--- src/rtl/hs_resp_pkg.sv ---
// Shared definitions for handshake_responder: FSM state encoding, default
// latency bounds, latency-counter width, debug struct and the clamp helper.
package hs_resp_pkg;

    localparam int CNT_W           = 3;
    localparam int MIN_ACK_DEFAULT = 2;
    localparam int MAX_ACK_DEFAULT = 4;

    typedef enum logic [1:0] {
        IDLE    = 2'd0,
        WAIT    = 2'd1,
        ACK     = 2'd2,
        RELEASE = 2'd3
    } state_e;

    // Observation bundle: current FSM state and latency counter value.
    typedef struct packed {
        state_e             state;
        logic [CNT_W-1:0]   cnt;
    } hs_dbg_t;

    // Clamp a requested latency into [lo, hi].
    function automatic logic [CNT_W-1:0] clamp_lat(
        input logic [CNT_W-1:0] l,
        input logic [CNT_W-1:0] lo,
        input logic [CNT_W-1:0] hi
    );
        if (l < lo) begin
            return lo;
        end else if (l > hi) begin
            return hi;
        end else begin
            return l;
        end
    endfunction

endpackage

--- src/rtl/hs_lat_counter.sv ---
// Latency clamp and 3-bit down-counter. On load the counter takes L-1 so that
// done (value == 1) is reached on the edge that must raise ack. It saturates
// at zero and never wraps.
module hs_lat_counter
    import hs_resp_pkg::*;
#(
    parameter int MIN_ACK_CYCLE = MIN_ACK_DEFAULT,
    parameter int MAX_ACK_CYCLE = MAX_ACK_DEFAULT
) (
    input  logic             clk,
    input  logic             reset_n,
    input  logic             load,
    input  logic             en,
    input  logic [CNT_W-1:0] lat,
    output logic [CNT_W-1:0] value,
    output logic             done
);

    localparam logic [CNT_W-1:0] MIN_L = CNT_W'(MIN_ACK_CYCLE);
    localparam logic [CNT_W-1:0] MAX_L = CNT_W'(MAX_ACK_CYCLE);

    logic [CNT_W-1:0] cnt_q;
    logic [CNT_W-1:0] cnt_d;
    logic [CNT_W-1:0] lat_eff;

    // Next count: load clamped latency minus one, else count down to zero.
    always_comb begin
        lat_eff = clamp_lat(lat, MIN_L, MAX_L);
        cnt_d   = cnt_q;
        if (load) begin
            cnt_d = lat_eff - CNT_W'(1);
        end else if (en && (cnt_q != '0)) begin
            cnt_d = cnt_q - CNT_W'(1);
        end
    end

    // Counter register, cleared asynchronously.
    always_ff @(posedge clk or negedge reset_n) begin
        if (!reset_n) begin
            cnt_q <= '0;
        end else begin
            cnt_q <= cnt_d;
        end
    end

    assign value = cnt_q;
    assign done  = (cnt_q == CNT_W'(1));

endmodule

--- src/rtl/handshake_responder.sv ---
// Four-phase req/ack responder. A request seen in IDLE captures req_data and
// a clamped latency L; ack pulses for one cycle L edges after capture with the
// inverted payload, then the FSM waits in RELEASE for req to drop.
// Optional macro HS_RESP_ERR_CHECK_EN: req dropping during WAIT pulses err
// and abandons the transaction; without it err is tied low.
// Handshake: req is a level held by the initiator until ack; ack is a single
// cycle pulse; ack_data is valid only while ack is high and zero otherwise.
module handshake_responder
    import hs_resp_pkg::*;
#(
    parameter int MIN_ACK_CYCLE = MIN_ACK_DEFAULT,
    parameter int MAX_ACK_CYCLE = MAX_ACK_DEFAULT,
    parameter int DATA_W        = 8
) (
    input  logic              clk,
    input  logic              reset_n,
    input  logic              req,
    input  logic [DATA_W-1:0] req_data,
    input  logic [CNT_W-1:0]  lat,
    output logic              ack,
    output logic [DATA_W-1:0] ack_data,
    output logic              busy,
    output logic              err,
    output hs_dbg_t           dbg
);

    state_e            state_q;
    logic              ack_q;
    logic [DATA_W-1:0] data_q;
    logic [DATA_W-1:0] ack_data_q;
    logic              cnt_load;
    logic              cnt_en;
    logic              cnt_done;
    logic [CNT_W-1:0]  cnt_value;

    assign cnt_load = (state_q == IDLE) && req;
    assign cnt_en   = (state_q == WAIT);

    hs_lat_counter #(
        .MIN_ACK_CYCLE (MIN_ACK_CYCLE),
        .MAX_ACK_CYCLE (MAX_ACK_CYCLE)
    ) u_lat_counter (
        .clk     (clk),
        .reset_n (reset_n),
        .load    (cnt_load),
        .en      (cnt_en),
        .lat     (lat),
        .value   (cnt_value),
        .done    (cnt_done)
    );

`ifdef HS_RESP_ERR_CHECK_EN
    logic err_q;

    // FSM with registered ack/ack_data/err; early req drop in WAIT aborts.
    always_ff @(posedge clk or negedge reset_n) begin
        if (!reset_n) begin
            state_q    <= IDLE;
            ack_q      <= 1'b0;
            ack_data_q <= '0;
            data_q     <= '0;
            err_q      <= 1'b0;
        end else begin
            ack_q      <= 1'b0;
            ack_data_q <= '0;
            err_q      <= 1'b0;
            case (state_q)
                IDLE: begin
                    if (req) begin
                        data_q  <= req_data;
                        state_q <= WAIT;
                    end
                end
                WAIT: begin
                    if (!req) begin
                        err_q   <= 1'b1;
                        state_q <= IDLE;
                    end else if (cnt_done) begin
                        ack_q      <= 1'b1;
                        ack_data_q <= ~data_q;
                        state_q    <= ACK;
                    end
                end
                ACK: begin
                    state_q <= RELEASE;
                end
                RELEASE: begin
                    if (!req) begin
                        state_q <= IDLE;
                    end
                end
                default: begin
                    state_q <= IDLE;
                end
            endcase
        end
    end

    assign err = err_q;
`else
    // FSM with registered ack/ack_data; req level during WAIT is ignored.
    always_ff @(posedge clk or negedge reset_n) begin
        if (!reset_n) begin
            state_q    <= IDLE;
            ack_q      <= 1'b0;
            ack_data_q <= '0;
            data_q     <= '0;
        end else begin
            ack_q      <= 1'b0;
            ack_data_q <= '0;
            case (state_q)
                IDLE: begin
                    if (req) begin
                        data_q  <= req_data;
                        state_q <= WAIT;
                    end
                end
                WAIT: begin
                    if (cnt_done) begin
                        ack_q      <= 1'b1;
                        ack_data_q <= ~data_q;
                        state_q    <= ACK;
                    end
                end
                ACK: begin
                    state_q <= RELEASE;
                end
                RELEASE: begin
                    if (!req) begin
                        state_q <= IDLE;
                    end
                end
                default: begin
                    state_q <= IDLE;
                end
            endcase
        end
    end

    assign err = 1'b0;
`endif

    assign ack       = ack_q;
    assign ack_data  = ack_data_q;
    assign busy      = (state_q != IDLE);
    assign dbg.state = state_q;
    assign dbg.cnt   = cnt_value;

endmodule

--- config.mk ---
export PLATFORM = sky130hd
export DESIGN_NAME = handshake_responder
export DESIGN_NICKNAME = d
export VERILOG_FILES = /design/src/rtl/hs_resp_pkg.sv /design/src/rtl/hs_lat_counter.sv /design/src/rtl/handshake_responder.sv
export SDC_FILE = /design/constraint.sdc
export NUM_CORES = 1
export LEC_CHECK = 0
export BUFFER_PORTS_ARGS = -buffer_cell sky130_fd_sc_hd__buf_4
export CAP_MARGIN = 20
export CORE_MARGIN = 10
export CORE_UTILIZATION = 49
export DETAILED_ROUTE_END_ITERATION = 7
export PLACE_DENSITY_LB_ADDON = 0.15
export SYNTH_ARGS = -nofsm -noshare
export SYNTH_HDL_FRONTEND = slang
export SYNTH_SLANG_ARGS = --single-unit
--- constraint.sdc ---
create_clock -name clk -period 1.55 [get_ports clk]
set_input_delay 0.31 -clock clk [delete_from_list [all_inputs] [get_ports clk]]
set_output_delay 0.31 -clock clk [all_outputs]
set_load 0.005 [all_outputs]
Word level (Yosys, flattened, before mapping)
Index checks and enable logic that the tools add are counted.
{"block": "totals", "regBits": 22, "output_inout_bits": 16, "elab_cells": 37}
{"block": "classes", "muxes": 12, "eq_ne": 7, "add_sub_neg": 2, "n_reduce_logical": 8, "n_lt_le_gt_ge": 2, "bitwise_logic": 1}
{"cell": "$mux 8", "count": 2}
{"cell": "$mux 3", "count": 4}
{"cell": "$not 8->8", "count": 1}
{"cell": "$pmux 2 s4", "count": 1}
{"cell": "$mux 2", "count": 3}
{"cell": "$ne 2x2->1 const B", "count": 3}
{"cell": "$sub 3x1->3 const B", "count": 2}
{"cell": "$eq 2x2->1 const B", "count": 2}
{"cell": "$reduce_bool 2->1", "count": 2}
{"cell": "$eq 3x1->1 const B", "count": 1}
{"cell": "$gt 3x3->1 const B", "count": 1}
{"cell": "$lt 3x2->1 const B", "count": 1}
{"cell": "$reduce_and 3->1", "count": 1}
{"cell": "$reduce_bool 3->1", "count": 1}
{"cell": "$eq 2x1->1 const B", "count": 1}
{"cell": "$logic_and 1x1->1", "count": 2}
{"cell": "$logic_not 2->1", "count": 1}
{"cell": "$mux 1", "count": 2}
{"cell": "$reduce_and 2->1", "count": 1}

Logic depth before layout (Yosys ltp)
Gate-level depths: netlist (run 1).
{"block": "depth", "ltp_word": 5, "depth_mapped": 6}

Modules after synthesis
From an unflattened synthesis (run 1), not the netlist that was laid out.
{"block": "unflattened", "hier_cells": 81, "hier_area_um2": 993.5}
{"mod": "handshake_responder", "cells_per_inst": 55, "area_each_um2": 745.7, "seq_area_each_um2": 475.5, "n_inst": 1}
{"mod": "hs_lat_counter", "cells_per_inst": 26, "area_each_um2": 247.7, "seq_area_each_um2": 75.1, "n_inst": 1}

Worst setup path before layout (run 1)
Ideal clock, no wire load.
{"block": "synth_path", "path_kind": "flip-flop to flip-flop", "from": "register state_q[0]", "to": "register state_q[1]", "t_arrival_ns": 1.329, "setup_ns": 0.125, "path_slack_ns": 0.096, "stages_incl_launch_ff": 6, "cell_sequence": "dfrtp_1 -> inv_1 -> ha_1 -> inv_2 -> o221a_4 -> mux2_4"}
{"block": "synth_via", "elab_chain_len": 3}
{"item": "start, declared", "line": "handshake_responder.sv:27", "text": "state_e state_q;"}
{"item": "start signal, assigned", "line": "handshake_responder.sv:104", "text": "state_q <= IDLE;"}
{"item": "start signal, assigned", "line": "handshake_responder.sv:115", "text": "state_q <= WAIT;"}
{"item": "start signal, assigned", "line": "handshake_responder.sv:122", "text": "state_q <= ACK;"}
{"item": "$eq 2x1->1, or another cell as far along", "line": "handshake_responder.sv:111", "text": "case (state_q)"}
{"item": "$ne 2x2->1 (no source line)"}
{"item": "$reduce_and 3->1 (no source line)"}
Several ways; a longest one is shown, not always the timed one.
A chain may end at the register's enable or synchronous reset.

Worst setup path in the final report (run 1)
{"block": "layout_path", "from": "register u_lat_counter.cnt_q[1], in the netlist u_lat_counter.value[1]", "to": "register state_q[1]"}
{"block": "layout_via", "elab_chain_len": 3}
{"item": "start, declared", "line": "hs_lat_counter.sv:22", "text": "logic [CNT_W-1:0] cnt_q;"}
{"item": "start signal, assigned", "line": "hs_lat_counter.sv:42", "text": "cnt_q <= cnt_d;"}
{"item": "$eq 3x1->1", "line": "hs_lat_counter.sv:47", "text": "assign done = (cnt_q == CNT_W'(1));"}
{"item": "$ne 2x2->1 (no source line)"}
{"item": "$reduce_and 3->1 (no source line)"}
Every way passes these cells.

==> flow_metrics.tcl, run 1 <==
set metrics [dict create \
    crit_path_max_fanout 3 \
    start_kind "flop" \
    drc 0 \
    grt_pass1_vias 743 \
    fin_cells 146 \
    gp_congestion 0.7940 \
    yosys_warnings 0 \
    maxCapViolCount 0 \
    final.fill_count 156 \
    drt-initial-drc-count 6 \
    synth_cell_types 25 \
    worstHoldPathType "in2reg" \
    multi_input_area_um2 432.9 \
    critPathSlowestCell "dfrtp_1" \
    critPathRequiredTime_ns 1.76 \
    whs_path_depth 2 \
    syn_inst 82 \
    min-delay-start "req_data[1]" \
    synth_seq_cells 22 \
    syn_nets 105 \
    yosysSeqAreaShare_pct 53.99 \
    p_comb_share_pct 46.9 \
    ys.flop_type "dfrtp_1" \
    dr.pass1.iters 2 \
    placed_cells 139 \
    synth_top_family_by_area "multiplexers" \
    p_clk_share_pct 17.4 \
    rows 16 \
    yosysMostFrequentCell "dfrtp_1" \
    finalSetupViolCount 0 \
    tritoncts "built" \
    area_delta_synth_final_pct 34.23 \
    vias_per_cell 4.822 \
    diodes 0 \
    dieArea_mm2 0.004306 \
    gr-max-usage-layer "met2" \
    root_buffer "clkbuf_4" \
    overflow 0 \
    layout.area.seq_um2 550.5 \
    synthArstFlopShare_pct 100.0 \
    port_buffers 28 \
    status "complete, no violations" \
    synth_top_area_share_pct 53.99 \
    grtUsageMet2_pct 16.18 \
    grt_pass1_wl_um 3422 \
    coreArea_mm2 0.001962 \
    r2r_start "u_lat_counter.value[1]" \
    drv_slew 0 \
    power_density_mw_per_mm2 1829 \
    maxClockFrequency_mhz 672.8 \
    synth_edf_count 0 \
    synth_xor_area_share_pct 0.8589 \
    synthTopCellsByArea "dfrtp_1 (54%), ha_1 (11%), mux2_4 (5.9%), mux2_2 (5.5%), nor2_1 (4.0%)" \
    ys_top_cells_by_count "dfrtp_1 (22), nor2_1 (11), ha_1 (9), inv_1 (5), mux2_2 (5)" \
    path_cells "inv_1 > ha_1 > nor2b_1 > o221a_4 > mux2_4" \
    synthAdderAreaFrac_pct 11.04 \
    p_leak_uw 0.0007259 \
    min_to "data_q[1]" \
    numCtsBuffers 3 \
    clock_skew_ns 0.006334 \
    fp.dieH_um 65.62 \
    internal_power_uw 1722 \
    post_drt_wl_per_cell_um 14.05 \
    grt_util_met3_pct 7.458 \
    end_kind "flop" \
    clock-sinks 22 \
    antenna_found_initial 0 \
    initial_core_util_pct 51.98 \
    r2r-end "state_q[1]" \
    hold_violations 0 \
    use_met1_pct 10.49 \
    rrSetupSlack_ns 0.06 \
    dp_hpwl_um 1520 \
    p_switching_uw 782.1 \
    synth-compound-area-share_pct 4.663 \
    vias 704 \
    ant_nets 0 \
    wl_um 2052 \
    hold_ws_ns 0.2230 \
    synth.avg_cell_area_um2 12.44 \
    critPathKind "reg2reg" \
    cts_max_level 1 \
    drive_gt1_share_pct 46.22 \
    io_pins 30 \
    post-route-period-util_pct 95.89 \
    dpl_cell_area_mm2 0.001279 \
    fin_crit_ns 1.486 \
    synth_top_cell_by_area "dfrtp_1" \
    clk_latency_ns 0.31 \
    clockBufferDepth 2 \
    ir_drop_uv 1231 \
    synthSimpleGateAreaFrac_pct 10.92 \
    arrival_ns 1.70 \
    post-route-cell-area_mm2 0.001369 \
    switching_share_pct 31.24 \
    die_width_um 65.62 \
    path_clk_slew_ns 0.12 \
    grt_usage_pct 10.20 \
    synth_area_mm2 0.001020 \
    nets 143 \
    grt_max_degree 23 \
    synthMuxAreaShare_pct 13.37 \
    fin_util_pct 69.77 \
    seqPwrFrac_pct 35.7 \
    max_stage_delay_ns 0.41 \
    r2r_cells 5 \
]
==> worst max-delay path by stage <==
| stage | startpoint | end | slack (ns) | cells past startpoint |
|---|---|---|---|---|
| 2_1_floorplan | state_q[0] | state_q[1] | 0.1 | 5 |
| 3_3_place_gp | state_q[0] | data_q[0] | 0.05 | 4 |
| 3_5_place_dp | state_q[0] | data_q[0] | 0.02 | 4 |
| 4_1_cts | state_q[0] | busy | 0.02 | 4 |
| 5_1_grt | state_q[0] | busy | -0.0009 | 4 |
| 6_report | u_lat_counter.value[1] | state_q[1] | 0.06 | 5 |
==> power by group through the flow <==
stage                     Combinational (µW)  Sequential (µW)  Clock [µW]
final                                   1170              894         435
after global routing                    1320              919         474
after CTS                               1140              893         451
after detailed placement                1090              901           0
after global placement                  1070              894           0
after floorplan                          662              907           0
==> critical path, delay by kind of cell, from the launching register on <==
family | cells | cell delay [ns]
AOI/OAI and AO/OA | 1 | 0.24
adders and majority gates | 1 | 0.14
buffers and inverters | 1 | 0.11
DFF | 1 | 0.41
muxes | 1 | 0.29
and+or+nand+nor | 1 | 0.20
==> area by class of cell <==
class | instances | area share (%)
multi-input combinational | 50 | 31.63
clock buffer | 3 | 1.645
timing repair buffer | 36 | 19.93
sequential | 22 | 40.22
inverter | 7 | 1.920
tap | 27 | 2.468
clock inverter | 1 | 2.194
==> state kept, by name, summed over array words and instances, names as in the netlist <==
signal and cells:
state_q 2, ack 1, data_q 8, u_lat_counter.value 3, ack_data 8
==> cells in the final DEF (no fill, tap or decap), types with 2 or more instances in the layout <==
cell	count
buf_4	35
nand2_1	3
clkbuf_4	3
mux2_2	5
ha_1	8
mux2i_1	2
o211ai_1	3
inv_1	3
nor2_1	11
dfrtp_1	22
inv_2	4
mux2_4	4
nand3_1	2
==> logic make-up after synthesis <==
family / after synthesis
mux: 11
xor+xnor: 1
buf+inv: 10
other cells: 1
simple gates: 23
compound gates: 5
flops: 22
fa+ha+maj: 9
==> through the flow <==
| stage | setup slack, ns | power [µW] | TNS (ns) |
|---|---|---|---|
| after CTS | 0.02266 | 2481 | 0 |
| after global routing | -0.0008630 | 2709 | -0.0008630 |
| final | 0.06376 | 2504 | 0 |
| after floorplan | 0.09634 | 1569 | 0 |
| after global placement | 0.04968 | 1964 | 0 |
| after detailed placement | 0.02160 | 1988 | 0 |
==> what timing repair did <==
action | 4_1_cts | 5_1_grt
resized for setup | 2 | 2
setup endpoints to repair | 1 | 6
cloned | 0 | 0
setup buffers | 0 | 2
hold buffers | 1 | 0
hold endpoints to repair | 22 | 0
==> metal layers <==
layer | vias to the layer above | routed length (µm) | part of all wire (%)
met4 | 0 | 9 | 0.44
met2 | 24 | 1011 | 49
met3 | 2 | 263 | 13
li1 | 340 | - | -
met5 | - | 0 | 0
met1 | 338 | 768 | 37
Power figures use the tool's default switching activity.
==> run 2, diff against run 1 <==
--- a/config.mk
+++ b/config.mk
@@ -10,7 +10,7 @@
 export CORE_MARGIN = 10
 export CORE_UTILIZATION = 49
 export DETAILED_ROUTE_END_ITERATION = 7
-export PLACE_DENSITY_LB_ADDON = 0.15
+export PLACE_DENSITY_LB_ADDON = 0.2
 export SYNTH_ARGS = -nofsm -noshare
 export SYNTH_HDL_FRONTEND = slang
 export SYNTH_SLANG_ARGS = --single-unit
==> flow_metrics.tcl, run 2 (synthesized netlist as in run 1, its figures left out) <==
set metrics [dict create \
    status "complete, no violations" \
    vias 688 \
    drc 0 \
    drv_slew 0 \
    post_drt_wl_per_cell_um 13.80 \
    grt_max_degree 23 \
    clockBufferDepth 2 \
    final.fill_count 156 \
    nets 138 \
    dr.pass1.iters 2 \
    root_buffer "clkbuf_4" \
    coreArea_mm2 0.001962 \
    worstHoldPathType "in2reg" \
    critPathRequiredTime_ns 1.24 \
    cts_setup_buffers 0 \
    grt_pass1_wl_um 3298 \
    wl_um 1946 \
    final_common_cell "buf_4" \
    post-route-period-util_pct 96.43 \
    path_clk_slew_ns 0.12 \
    area_delta_synth_final_pct 31.53 \
    grt_pass1_vias 693 \
    fin_util_pct 68.37 \
    clk_latency_ns 0.30 \
    clock_skew_ns 0.001415 \
    overflow 0 \
    start_kind "flop" \
    finalSetupViolCount 0 \
    fp.dieH_um 65.62 \
    maxCapViolCount 0 \
    fin_crit_ns 1.495 \
    arrival_ns 1.18 \
    p_leak_uw 0.0007036 \
    dieArea_mm2 0.004306 \
    io_pins 30 \
    pre_cts_ws_ns 0.03140 \
    port_buffers 28 \
    tritoncts "built" \
    cts_max_level 1 \
    crit_path_max_fanout 3 \
    setup_slack_ns 0.05528 \
    grt_usage_pct 9.527 \
    power_density_mw_per_mm2 1799 \
    antenna_found_initial 0 \
    dp_hpwl_um 1525 \
    vias_per_cell 4.879 \
    initial_core_util_pct 51.98 \
    numCtsBuffers 3 \
    critPathKind "reg2out" \
    diodes 0 \
    rsz0062_at_grt "false" \
    ir_drop_uv 961.7 \
    hold_violations 0 \
    die_width_um 65.62 \
    rows 16 \
    maxClockFrequency_mhz 669.0 \
    drt-initial-drc-count 5 \
    clock-sinks 22 \
    layout_common_cells "buf_4 (30), dfrtp_1 (22), nor2_1 (11)" \
    whs_path_depth 2 \
    tns_ns 0 \
    ant_nets 0 \
    gp_congestion 0.8277 \
    r2r_cells 5 \
    end_kind "primary output" \
    drive_gt1_share_pct 44.74 \
]
==> run 2: changes by cell type in the layout (fill, tap and decap cells not counted) <==
cell,before,now
inv_2,4,3
ha_1,8,7
ha_2,0,1
nor2b_1,1,0
nor2b_4,0,1
inv_1,3,4
buf_4,35,30
==> run 2: area by class of cell <==
class	count	area [µm²]	share of cell area, %
clock buffer	3	22.52	1.679
clock inverter	1	30.03	2.239
timing repair buffer	31	235.2	17.54
sequential	22	550.5	41.04
multi-input combinational	50	442.9	33.02
tap	27	33.78	2.519
inverter	7	26.28	1.959
==> run 2: worst paths after layout <==
check | startpoint | endpoint | slack (ns)
worst max-delay path | state_q[1] | busy | 0.06
worst min-delay path | req_data[3] | data_q[3] | 0.23
worst max register to register | state_q[1] | state_q[1] | 0.07
worst min register to register | data_q[0] | ack_data[0] | 0.43
max in group asynchronous | reset_n | ack_data[2] | 0.92
min in group asynchronous | reset_n | state_q[0] | 0.41
==> run 2: metrics by stage <==
| stage | area [µm²] | instances | hold slack [ns] | power, µW |
|---|---|---|---|---|
| 2_1_floorplan | 1020 | 82 | 0.01441 | 1569 |
| 3_3_place_gp | 1256 | 136 | 0.2092 | 1900 |
| 3_5_place_dp | 1256 | 136 | 0.2140 | 1931 |
| 4_1_cts | 1321 | 141 | 0.2172 | 2381 |
| 5_1_grt | 1341 | 141 | 0.2035 | 2607 |
| 6_report | 1341 | 141 | 0.2260 | 2413 |
==> run 2: report_power, final <==
| part | total [µW] | switching [µW] | internal [µW] |
|---|---|---|---|
| combinational | 1060 | 443 | 618 |
| sequential | 916 | 139 | 776 |
| clock | 436 | 175 | 261 |
| total | 2410 | 758 | 1660 |
==> run 2: routing by layer <==
metal / routed length, µm / GRT usage (%) / vias to the layer above
met3: 142 / 3.898 / 2
met2: 904 / 14.61 / 18
met5: 0 / 0 / -
met1: 891 / 11.75 / 336
li1: - / - / 332
met4: 8 / 3.209 / 0
==> run 2: worst max-delay path, cell delays in order (launching register included) <==
cell	delay [ns]
dfrtp_1	0.40
inv_1	0.14
ha_4	0.17
inv_2	0.04
buf_4	0.12
==> run 2: repair_timing <==
| action | 4_1_cts | 5_1_grt |
|---|---|---|
| resized for setup | 1 | 5 |
| hold endpoints to repair | 22 | 0 |
| endpoints found under the setup margin | 1 | 2 |
| gates cloned | 0 | 0 |
| hold buffers | 1 | 0 |
==> run 3, diff against run 2 <==
--- a/config.mk
+++ b/config.mk
@@ -5,11 +5,13 @@
 export SDC_FILE = /design/constraint.sdc
 export NUM_CORES = 1
 export LEC_CHECK = 0
+export ABC_AREA = 1
 export BUFFER_PORTS_ARGS = -buffer_cell sky130_fd_sc_hd__buf_4
 export CAP_MARGIN = 20
 export CORE_MARGIN = 10
-export CORE_UTILIZATION = 49
+export CORE_UTILIZATION = 50
 export DETAILED_ROUTE_END_ITERATION = 7
+export GPL_TIMING_DRIVEN = 0
 export PLACE_DENSITY_LB_ADDON = 0.2
 export SYNTH_ARGS = -nofsm -noshare
 export SYNTH_HDL_FRONTEND = slang
==> flow_metrics.tcl, run 3 <==
set metrics [dict create \
    status "complete, no violations" \
    r2r_cells 9 \
    synthAdderAreaFrac_pct 10.78 \
    fin_crit_ns 1.518 \
    synth_xor_area_share_pct 0 \
    grt_usage_pct 10.02 \
    synth_top_area_share_pct 52.69 \
    pre_cts_ws_ns 0.2251 \
    synthArstFlopShare_pct 100.0 \
    dieArea_mm2 0.004318 \
    grt_pass1_vias 793 \
    cts_max_level 1 \
    drive_gt1_share_pct 32.03 \
    synth_cell_types 18 \
    numCtsBuffers 3 \
    ir_drop_uv 1071 \
    p_leak_uw 0.0008084 \
    arrival_ns 1.21 \
    vias 824 \
    critPathKind "reg2out" \
    overflow 0 \
    ant_nets 0 \
    post_drt_wl_per_cell_um 11.91 \
    layout_common_cells "nand2_1 (41), buf_4 (32), dfrtp_1 (22)" \
    finalSetupViolCount 0 \
    synth_edf_count 0 \
    die_width_um 65.71 \
    synthMuxAreaShare_pct 0 \
    antenna_found_initial 0 \
    tritoncts "built" \
    area_delta_synth_final_pct 32.69 \
    drc 0 \
    root_buffer "clkbuf_4" \
    clockBufferDepth 2 \
    power_density_mw_per_mm2 1827 \
    path_clk_slew_ns 0.12 \
    port_buffers 28 \
    clock-sinks 22 \
    io_pins 30 \
    min_to "data_q[3]" \
    drt-initial-drc-count 45 \
    hold_violations 0 \
    maxCapViolCount 0 \
    yosysSeqAreaShare_pct 52.69 \
    yosysMostFrequentCell "nand2_1" \
    synth_top_family_by_area "simple AND/OR/NAND/NOR gates" \
    ys.flop_type "dfrtp_1" \
    whs_path_depth 3 \
    clk_latency_ns 0.30 \
    final_common_cell "nand2_1" \
    post-route-period-util_pct 97.93 \
    synthSimpleGateAreaFrac_pct 27.90 \
    grt_max_degree 23 \
    rrSetupSlack_ns 0.17 \
    wl_um 2144 \
    tns_ns 0 \
    initial_core_util_pct 52.71 \
    ys_top_cells_by_count "nand2_1 (41), dfrtp_1 (22), inv_1 (11)" \
    yosys_warnings 0 \
    worstSetupStartpoint "state_q[1]" \
    gp_congestion 0.8030 \
    synth_seq_cells 22 \
    nets 177 \
    critPathRequiredTime_ns 1.24 \
    start_kind "flop" \
    rows 16 \
    synthTopCellsByArea "dfrtp_1 (53%), nand2_1 (15%), ha_1 (11%), nand3_1 (4.3%), inv_1 (4.0%)" \
    grt_pass1_wl_um 3588 \
    syn_inst 117 \
    drv_slew 0 \
    syn_nets 140 \
    fp.dieH_um 65.71 \
    min-delay-start "req_data[3]" \
    crit_path_max_fanout 3 \
    maxClockFrequency_mhz 658.8 \
    setup_slack_ns 0.03207 \
    vias_per_cell 4.578 \
    diodes 0 \
    coreArea_mm2 0.001982 \
    dr.pass1.iters 4 \
    synth.avg_cell_area_um2 8.930 \
    dp_hpwl_um 1615 \
    end_kind "primary output" \
    synth-compound-area-share_pct 0.9581 \
    r2r-end "state_q[0]" \
    worstHoldPathType "in2reg" \
    r2r_start "state_q[1]" \
    clock_skew_ns 0.003754 \
    synth_area_mm2 0.001045 \
    synth_top_cell_by_area "dfrtp_1" \
]
==> run 3: cell types whose count changed in the layout (fill, tap and decap cells not counted), sizes merged, moves of 3 or more <==
cell,previous run,this run
nand2,4,46
o211ai,3,0
buf,30,33
mux2,9,0
inv,7,12
nand3,2,10
==> run 3: cell families after synthesis <==
family	count (synthesis)
AND/OR/NAND/NOR	67
buffers and inverters	16
AO/OA/AOI/OAI	2
adder cells (fa/ha/maj)	9
flip-flops	22
other	1
==> run 3: stage by stage <==
| stage | hold WS, ns | util, % | cells | cell area, µm² | power (µW) |
|---|---|---|---|---|---|
| floorplan | 0.01441 | - | 117 | 1045 | 1618 |
| global placement | 0.2105 | 65.03 | 172 | 1289 | 1971 |
| detailed placement | 0.2091 | 65.03 | 172 | 1289 | 2020 |
| CTS | 0.1949 | 68.94 | 179 | 1366 | 2490 |
| global route | 0.1967 | 69.95 | 180 | 1386 | 2751 |
| finish | 0.1961 | 69.95 | 180 | 1386 | 2532 |
==> run 3: worst max-delay path, stage by stage (launching register included) <==
cell     delay, ns
dfrtp_1       0.41
inv_1         0.14
ha_4          0.16
inv_1         0.06
buf_4         0.14
==> run 3: where the power goes <==
group          leakage (µW)  internal, µW  switching (µW)
sequential         0.000284           788             119
combinational      0.000496           557             639
clock             0.0000279           261             169
total              0.000808          1610             927
==> run 3: timing repair <==
item                                    in CTS  in global routing
hold endpoints to repair                    22                  0
endpoints found under the setup margin       1                  1
gates resized for setup                      0                  3
hold buffers                                 1                  0
gates cloned                                 0                  0
buffers inserted                             2                  1
==> run 3: how the worst max path moves through the flow <==
stage / to / slack, ns / cells after the start
global placement: state_q[0] / 0.27 / 8
detailed placement: state_q[0] / 0.23 / 8
CTS: busy / 0.003 / 4
finish: busy / 0.03 / 4
global route: busy / -0.02 / 4
floorplan: state_q[0] / 0.31 / 8
==> run 3: per-layer routing <==
metal,track usage (%),wire (µm),part of all wire [%],vias to the layer above
met5,0,0,0,-
met4,1.872,0,0,0
met3,3.051,120,5.6,0
met2,16.91,1161,54,16
met1,12.28,861,40,386
li1,-,-,-,422
==> run 3: layout make-up <==
type,count,area [µm²]
fillers,148,595.6
flip-flops and latches,22,550.5
multi-input cells,79,430.4
repair buffers,32,242.7
inverters,13,53.80
well taps,27,33.78
clock inverters,1,30.03
clock buffers,3,22.52
plain buffers,3,22.52
